**config.mk**
```make
export PLATFORM = sky130hd
export DESIGN_NAME = dmem_arbiter
export DESIGN_NICKNAME = d
export VERILOG_FILES = /design/src/rtl/dmem_arbiter.sv
export SDC_FILE = /design/constraint.sdc
export NUM_CORES = 1
export LEC_CHECK = 0
export CORE_AREA = 2 2 118 120
export DETAILED_ROUTE_END_ITERATION = 7
export DIE_AREA = 0 0 120 122
export MAX_ROUTING_LAYER = met4
export PLACE_DENSITY = 0.74
export SLEW_MARGIN = 10
export SYNTH_ARGS = -nofsm -noshare
export SYNTH_HDL_FRONTEND = slang
export SYNTH_SLANG_ARGS = --single-unit
```
**constraint.sdc**
```tcl
create_clock -name clk -period 6.22 [get_ports clk]
set_input_delay 1.244 -clock clk [delete_from_list [all_inputs] [get_ports clk]]
set_output_delay 1.244 -clock clk [all_outputs]
set_load 0.01 [all_outputs]
```
**src/rtl/dmem_arbiter.sv**
```systemverilog
// dmem_arbiter: two-port (CPU / DMA-debug) arbiter in front of a single-ported
// data memory with combinational read data and one-cycle read latency.
//
// Optional feature: define DMEM_ARB_RR_EN to switch the contention policy to
// strict round-robin. Without it the CPU has priority, but a CPU burst of
// MAX_BURST consecutive grants yields one slot to the DMA port when both wait.
//
// Handshake (both ports): a master holds x_req (with x_we/x_addr/x_wdata
// stable) until it sees x_gnt high in the same cycle; the access is accepted
// on that clock edge. A read returns x_rdata with x_rvalid high for exactly
// the cycle after the grant. A new request may be made in the rvalid cycle.
//
// Debug: dbg_state exposes the FSM state (0=IDLE, 1=OWN_C, 2=OWN_D) and
// dbg_burst_cnt the current burst counter.
module dmem_arbiter #(
  parameter int MAX_BURST = 4
) (
  input  logic        clk,
  input  logic        reset,
  // CPU port
  input  logic        c_req,
  input  logic        c_we,
  input  logic [31:0] c_addr,
  input  logic [31:0] c_wdata,
  output logic        c_gnt,
  output logic        c_rvalid,
  output logic [31:0] c_rdata,
  // DMA / debug port
  input  logic        d_req,
  input  logic        d_we,
  input  logic [31:0] d_addr,
  input  logic [31:0] d_wdata,
  output logic        d_gnt,
  output logic        d_rvalid,
  output logic [31:0] d_rdata,
  // Data memory
  output logic [31:0] mem_addr,
  output logic        mem_we,
  output logic [31:0] mem_wdata,
  input  logic [31:0] mem_rdata,
  // Debug visibility
  output logic [1:0]  dbg_state,
  output logic [3:0]  dbg_burst_cnt
);

  typedef enum logic [1:0] {
    IDLE  = 2'd0,
    OWN_C = 2'd1,
    OWN_D = 2'd2
  } state_e;

  localparam logic [3:0] BURST_MAX = 4'(MAX_BURST);

  state_e      state_q, state_d;
  logic [3:0]  burst_cnt_q, burst_cnt_d;
  logic        c_rvalid_q, c_rvalid_d;
  logic        d_rvalid_q, d_rvalid_d;
  logic [31:0] c_rdata_q, c_rdata_d;
  logic [31:0] d_rdata_q, d_rdata_d;

  logic        c_pick;
  logic        d_pick;
  logic [3:0]  burst_inc;

  // Arbitration: pick a winner from current requests and registered owner state
  always_comb begin
    c_pick = 1'b0;
    d_pick = 1'b0;
    if (c_req && d_req) begin
`ifdef DMEM_ARB_RR_EN
      // Strict alternation; from IDLE the CPU goes first.
      if (state_q == OWN_C) d_pick = 1'b1;
      else                  c_pick = 1'b1;
`else
      // CPU priority, but a full CPU burst hands one slot to the DMA port.
      if (state_q == OWN_C && burst_cnt_q == BURST_MAX) d_pick = 1'b1;
      else                                              c_pick = 1'b1;
`endif
    end else begin
      c_pick = c_req;
      d_pick = d_req;
    end
    // No access may be accepted while reset is asserted.
    c_gnt = c_pick & ~reset;
    d_gnt = d_pick & ~reset;
  end

  // Memory-side mux: granted port passes through unmodified, zeros otherwise
  always_comb begin
    mem_addr  = 32'd0;
    mem_we    = 1'b0;
    mem_wdata = 32'd0;
    if (c_gnt) begin
      mem_addr  = c_addr;
      mem_we    = c_we;
      mem_wdata = c_wdata;
    end else if (d_gnt) begin
      mem_addr  = d_addr;
      mem_we    = d_we;
      mem_wdata = d_wdata;
    end
  end

  // Next-state, burst counter and read-return computation
  always_comb begin
    burst_inc   = (burst_cnt_q >= BURST_MAX) ? BURST_MAX : burst_cnt_q + 4'd1;
    state_d     = IDLE;
    burst_cnt_d = burst_cnt_q;
    if (c_gnt) begin
      state_d     = OWN_C;
      burst_cnt_d = (state_q == OWN_C) ? burst_inc : 4'd1;
    end else if (d_gnt) begin
      state_d     = OWN_D;
      burst_cnt_d = (state_q == OWN_D) ? burst_inc : 4'd1;
    end

    c_rvalid_d = c_gnt & ~c_we;
    d_rvalid_d = d_gnt & ~d_we;
    c_rdata_d  = c_rvalid_d ? mem_rdata : c_rdata_q;
    d_rdata_d  = d_rvalid_d ? mem_rdata : d_rdata_q;
  end

  // FSM and registered outputs; async reset discards any read in flight
  always_ff @(posedge clk or posedge reset) begin
    if (reset) begin
      state_q     <= IDLE;
      burst_cnt_q <= 4'd0;
      c_rvalid_q  <= 1'b0;
      d_rvalid_q  <= 1'b0;
      c_rdata_q   <= 32'd0;
      d_rdata_q   <= 32'd0;
    end else begin
      state_q     <= state_d;
      burst_cnt_q <= burst_cnt_d;
      c_rvalid_q  <= c_rvalid_d;
      d_rvalid_q  <= d_rvalid_d;
      c_rdata_q   <= c_rdata_d;
      d_rdata_q   <= d_rdata_d;
    end
  end

  assign c_rvalid      = c_rvalid_q;
  assign d_rvalid      = d_rvalid_q;
  assign c_rdata       = c_rdata_q;
  assign d_rdata       = d_rdata_q;
  assign dbg_state     = state_q;
  assign dbg_burst_cnt = burst_cnt_q;

endmodule
```
==> flow_summary.json, run 1 <==
{
  "status": "finished clean",
  "slowest_delay_ps": 600,
  "hp-start": "d_rdata[31]$_DFFE_PP0P_",
  "final-max-slew-violation-count": 0,
  "muxShareOfSynthArea_pct": 20.3,
  "wl_um": 15500,
  "async_flop_share_pct": 100,
  "slew-limit-headroom_pct": 24.2,
  "p_sw_w": 0.000469,
  "hold_end": "d_rdata[31]$_DFFE_PP0P_",
  "drive_gt1_share_pct": 12.8,
  "arrival_ps": 3740,
  "grt_pass1_wl_um": 22900,
  "row_count": 43,
  "place_congestion": 0.920,
  "cp_common_cell": "clkdlybuf4s50_1",
  "fmax_mhz": 201,
  "synth-compound-area-share_pct": 15.7,
  "worstRegToRegCells": 5,
  "fin_crit_ps": 4990,
  "cp_cell_sequence": "clkdlybuf4s50_1 > nand4b_2 > a2bb2oi_4 > buf_4 > o32ai_1 > clkdlybuf4s50_1",
  "p_seq_share_pct": 34.7,
  "multiInputGateArea_um2": 1890,
  "routedWlPerCell_um": 17.8,
  "p_leak_nw": 3.31,
  "synth_nets": 569,
  "timing.final.ws_setup_ps": 1230,
  "synthSimpleGateAreaFrac_pct": 8.61,
  "path_delay_family": "buffers and inverters",
  "timing.final.crit_share_pct": 80.2,
  "route.detailed.drc": 0,
  "regArea_um2": 1800,
  "first_global_vias": 4186,
  "cts_tree": "yes",
  "clockBufferDepth": 2,
  "place_ws_ps": 1260,
  "die-area_um2": 14600,
  "synth_area_um2": 4100,
  "ys_seq_elements": 72,
  "htree_levels": 3,
  "grt_usage_pct": 20.5,
  "utilization_pct": 56.1,
  "seq_area_frac_synth_pct": 44.0,
  "post_cts_buffers": 0,
  "syn_area_per_cell_um2": 10.2,
  "peakVddDrop_v": 0.000227,
  "dpl.hpwl_um": 11600,
  "antenna_cells": 0,
  "tns_ps": 0,
  "crit_required_ps": 4980,
  "synth-main-ff-cell": "dfrtp_1",
  "overflow": 0,
  "coreArea_um2": 13500,
  "drv_cap": 0,
  "crit_path_top_delay_cell": "a2bb2oi_4",
  "path_class": "in2out",
  "p_int_w": 0.00128,
  "ctsHoldBuffers": 0,
  "first_pass_iters": 5,
  "grt_max_degree": 79,
  "r2r-start": "dbg_burst_cnt[0]$_DFFE_PP0P_",
  "synth_top_family_by_area": "multiplexers",
  "ioPinCount": 305,
  "drtAntennaViolNets": 0,
  "worst_setup_path_end_kind": "primary output",
  "fillers": 1171,
  "combPwrFrac_pct": 35.3,
  "cts_root_buf": "clkbuf_16",
  "clockPowerShare_pct": 30.0,
  "port_buffers": 304,
  "synthAdderAreaFrac_pct": 0.611,
  "drtIter0Drc": 315,
  "ys_types": 31,
  "powerDensity_nw_per_um2": 231,
  "r2r_slack_ps": 3720,
  "initial_core_util_pct": 30.3,
  "worstPathMaxFanout": 29,
  "die_h_um": 122,
  "synthesis.instances": 401,
  "clk_pin_slew_worst_paths_ps": 60,
  "antenna_found_initial": 0,
  "cts-resized-gates": 0,
  "r2r_end": "d_rdata[29]$_DFFE_PP0P_",
  "skew_ps": 7.38,
  "cts_sinks": 72,
  "die_w_um": 120,
  "cts_buffers": 9,
  "rsz0062_at_grt": "no",
  "syn_to_final_growth_pct": 85.1,
  "fin_nets": 853,
  "clk-insertion-delay-late_ps": 330,
  "hold_path_depth": 1,
  "swShare_pct": 26.8,
  "setup_viol": 0,
  "tightest_slew_ps": 1140,
  "yosysWarnings": 0,
  "critPathLaunchType": "primary input",
  "synth_edf_count": 0,
  "synth_xor_area_share_pct": 0,
  "post_drt_via_cell_ratio": 4.90,
  "critPathBufInv": 3,
  "hold_viol": 0,
  "vias": 4266,
  "hold_path.class": "reg2reg"
}
==> synthesized netlist by cell type, types with 2 or more instances <==
master,instances,area [um2]
mux2_2,32,360
buf_6,4,45.0
inv_1,71,267
mux2_1,3,33.8
o32ai_1,65,569
dfrtp_1,72,1800
a22o_1,2,17.5
ha_1,2,25.0
nor2_1,7,26.3
nand2_1,65,244
clkbuf_1,18,67.6
buf_2,9,45.0
buf_1,5,18.8
mux2_4,29,435
==> metrics by stage <==
step           power (W)  hold slack, ps  cells  cell area [um2]
2_1_floorplan   0.000846             534    401             4100
3_3_place_gp     0.00122             477    854             7270
3_5_place_dp     0.00123             481    854             7270
4_1_cts          0.00177             494    870             7580
5_1_grt          0.00183             512    870             7580
6_report         0.00175             489    870             7580
==> sequential cells by signal, summed over array words and instances, names as in the netlist <==
signal and cells:
d_rdata 32, dbg_state 2, c_rdata 32, c_rvalid 1, dbg_burst_cnt 4, d_rvalid 1
==> area by class of cell <==
cell class,instances,area share (%)
tap,180,2.97
multi-input combinational,222,24.9
inverter,71,3.55
clock buffer,12,3.38
timing repair buffer,309,40.7
clock inverter,4,0.677
sequential,72,23.8
==> power groups by stage <==
stage / sequential [W] / clock (W) / combinational [W]
CTS: 0.000608 / 0.000539 / 0.000625
global route: 0.000619 / 0.000560 / 0.000656
detailed placement: 0.000613 / 0 / 0.000620
finish: 0.000608 / 0.000526 / 0.000620
global placement: 0.000609 / 0 / 0.000612
floorplan: 0.000652 / 0 / 0.000194
==> worst max path at each step <==
stage | from | end | slack, ps | depth (start not counted)
after floorplan | reset | mem_addr[12] | 770 | 5
after global placement | d_req | mem_addr[27] | 1350 | 6
after detailed placement | d_req | mem_addr[19] | 1260 | 6
after CTS | d_req | mem_addr[19] | 1250 | 6
after global routing | d_req | mem_addr[8] | 1100 | 6
final | d_req | mem_addr[8] | 1230 | 6
==> logic make-up (layout without fill, tap and decap cells) <==
| family | after synthesis | in the layout |
|---|---|---|
| fa+ha+maj | 2 | 2 |
| mux | 64 | 64 |
| compound gates | 74 | 74 |
| simple gates | 82 | 82 |
| flops | 72 | 72 |
| buf+inv | 107 | 396 |
==> per-layer routing <==
metal	up-vias	track usage [%]	part of all wire [%]	wire length, um
met5	-	-	0	0
met4	0	4.78	1.3	205
met3	18	6.37	9.2	1420
met2	238	32.2	48	7380
met1	2043	25.9	42	6490
li1	1967	-	-	-
==> cells in the final DEF (no fill, tap or decap), types with 3 or more instances in the layout <==
cell type,Yosys,final
buf_4,0,4
mux2_2,32,32
clkbuf_16,0,9
inv_1,71,70
nand2_1,65,65
o32ai_1,65,65
nor2_1,7,7
mux2_1,3,3
clkdlybuf4s50_1,0,303
dfrtp_1,72,72
mux2_4,29,29
Power figures use the tool's default switching activity.
==> run 2, diff against run 1 <==
Clock period 6.22 ns to 4.81 ns, I/O delays scaled along.
==> run 2 against run 1 <==
  * Power rose by 35%
  * Core utilization grew 0.50 points
  * Combinational power increased by 30%
  * Final cell count rose by 0.11%
  * Wire length up 2.9%
  * Setup slack got worse by 750 ps
  * Sequential power is 29% higher
  * Clock skew shrank 4.3 ps
  * Via count decreased by 0.89%
  * Largest cell class unchanged
==> flow_summary.json, run 2 (synthesis gave the netlist of run 1 again) <==
{
  "status": "finished clean",
  "critPathLaunchType": "primary input",
  "p_int_w": 0.00176,
  "setup_viol": 0,
  "die-area_um2": 14600,
  "die_h_um": 122,
  "worstRegToRegCells": 5,
  "drtIter0Drc": 266,
  "critPathLaunch": "d_req",
  "tightest_slew_ps": 1140,
  "grt_usage_pct": 21.6,
  "hold_end": "d_rdata[30]$_DFFE_PP0P_",
  "grt_max_degree": 72,
  "fin_nets": 854,
  "row_count": 43,
  "cts_sinks": 72,
  "first_pass_iters": 5,
  "hp-start": "d_rdata[30]$_DFFE_PP0P_",
  "combPwrFrac_pct": 34.0,
  "final_common_cell": "clkdlybuf4s50_1",
  "cts_root_buf": "clkbuf_16",
  "timing.final.crit_share_pct": 90.0,
  "hold_path.class": "reg2reg",
  "htree_levels": 3,
  "clk-insertion-delay-late_ps": 320,
  "most-common-layout-cells": "303 x clkdlybuf4s50_1, 72 x dfrtp_1, 70 x inv_1",
  "cp_common_cell": "clkdlybuf4s50_1",
  "dpl.hpwl_um": 11800,
  "worst_setup_path_end_kind": "primary output",
  "post_drt_via_cell_ratio": 4.85,
  "r2r-start": "dbg_burst_cnt[0]$_DFFE_PP0P_",
  "arrival_ps": 3370,
  "p_seq_share_pct": 33.3,
  "drv_cap": 0,
  "slew-limit-headroom_pct": 23.9,
  "first_global_vias": 4365,
  "slowest_delay_ps": 600,
  "initial_core_util_pct": 30.3,
  "fmax_mhz": 231,
  "peakVddDrop_v": 0.000330,
  "route.detailed.drc": 0,
  "crit_required_ps": 3850,
  "cts_buffers": 9,
  "worstPathMaxFanout": 38,
  "swShare_pct": 25.4,
  "powerDensity_nw_per_um2": 309,
  "stdcell_count": 871,
  "ctsHoldBuffers": 0,
  "drtAntennaViolNets": 0,
  "skew_ps": 3.04,
  "r2r_slack_ps": 2340,
  "grt_pass1_wl_um": 24200,
  "hold_viol": 0,
  "wl_um": 15900,
  "hold_path_depth": 1,
  "cts-resized-gates": 0,
  "clockBufferDepth": 2,
  "place_congestion": 0.886,
  "port_buffers": 304,
  "path_class": "in2out",
  "fin_crit_ps": 4330,
  "p_sw_w": 0.000602,
  "die_w_um": 120,
  "crit_path_top_delay_cell": "clkdlybuf4s50_1",
  "coreArea_um2": 13500,
  "overflow": 0,
  "antenna_found_initial": 0,
  "clk_pin_slew_worst_paths_ps": 50,
  "routedWlPerCell_um": 18.3,
  "cp_cell_sequence": "clkdlybuf4s50_1 > nand4b_2 > a2bb2oi_4 > buf_12 > o32ai_1 > clkdlybuf4s50_1",
  "drive_gt1_share_pct": 13.0,
  "place_inst": 855,
  "final-max-slew-violation-count": 0,
  "post_cts_buffers": 0,
  "vias": 4228,
  "p_leak_nw": 3.34,
  "antenna_cells": 0,
  "rsz0062_at_grt": "no",
  "r2r_end": "c_rdata[0]$_DFFE_PP0P_",
  "cts_tree": "yes",
  "clockPowerShare_pct": 32.7,
  "ioPinCount": 305,
  "syn_to_final_growth_pct": 86.7,
  "tns_ps": 0
}
[run 2: cell types whose count changed in the layout (fill, tap and decap cells not counted), sizes merged]
cell and change:
bufinv +2, buf +1, clkbuf -1, inv -1
[run 2: metal layers]
layer / vias to the layer above / wire [um] / global-route usage, %
met5: - / 0 / -
met4: 0 / 294 / 6.18
met3: 21 / 1180 / 4.49
met2: 208 / 7950 / 35.2
met1: 2029 / 6520 / 27.1
li1: 1970 / - / -
[run 2: worst max-delay path by stage]
| stage | to | slack, ps |
|---|---|---|
| global route | mem_addr[20] | 350 |
| detailed placement | mem_addr[20] | 490 |
| CTS | mem_addr[20] | 480 |
| finish | mem_addr[20] | 480 |
| floorplan | mem_addr[12] | 1170 |
| global placement | mem_wdata[23] | 590 |
[run 2: through the flow]
| stage | power [W] | hold slack [ps] | area (um2) | setup WS, ps | util, % |
|---|---|---|---|---|---|
| floorplan | 0.00109 | 534 | 4100 | 1170 | - |
| global placement | 0.00159 | 473 | 7290 | 590 | 54.0 |
| detailed placement | 0.00160 | 480 | 7290 | 488 | 54.0 |
| CTS | 0.00240 | 497 | 7650 | 485 | 56.6 |
| global route | 0.00248 | 512 | 7650 | 346 | 56.6 |
| finish | 0.00237 | 488 | 7650 | 482 | 56.6 |
[run 2: cell type report]
class,count,area [um2]
Clock buffer,11,253
Clock inverter,5,103
Fill cell,1127,5860
Inverter,71,269
Multi-Input combinational cell,222,1890
Sequential cell,72,1800
Tap cell,180,225
Timing Repair Buffer,310,3110
[run 2: power by group through the flow]
stage | sequential [W] | combinational [W] | clock [W]
after floorplan | 0.000843 | 0.000251 | 0
after global placement | 0.000788 | 0.000798 | 0
after detailed placement | 0.000793 | 0.000807 | 0
after CTS | 0.000788 | 0.000813 | 0.000796
after global routing | 0.000802 | 0.000858 | 0.000818
final | 0.000787 | 0.000805 | 0.000775
[run 2: worst max-delay path: cells and delay by family]
family,cells,cell delay [ps]
compound gates,2,640
buf+inv,3,1430
simple gates,1,310
==> run 3, diff against run 2 <==
Settings changed: CTS_CLUSTER_DIAMETER from default to 60.
==> results of run 3 <==
No change in the layout: final DEF, timing and power equal those of run 2.
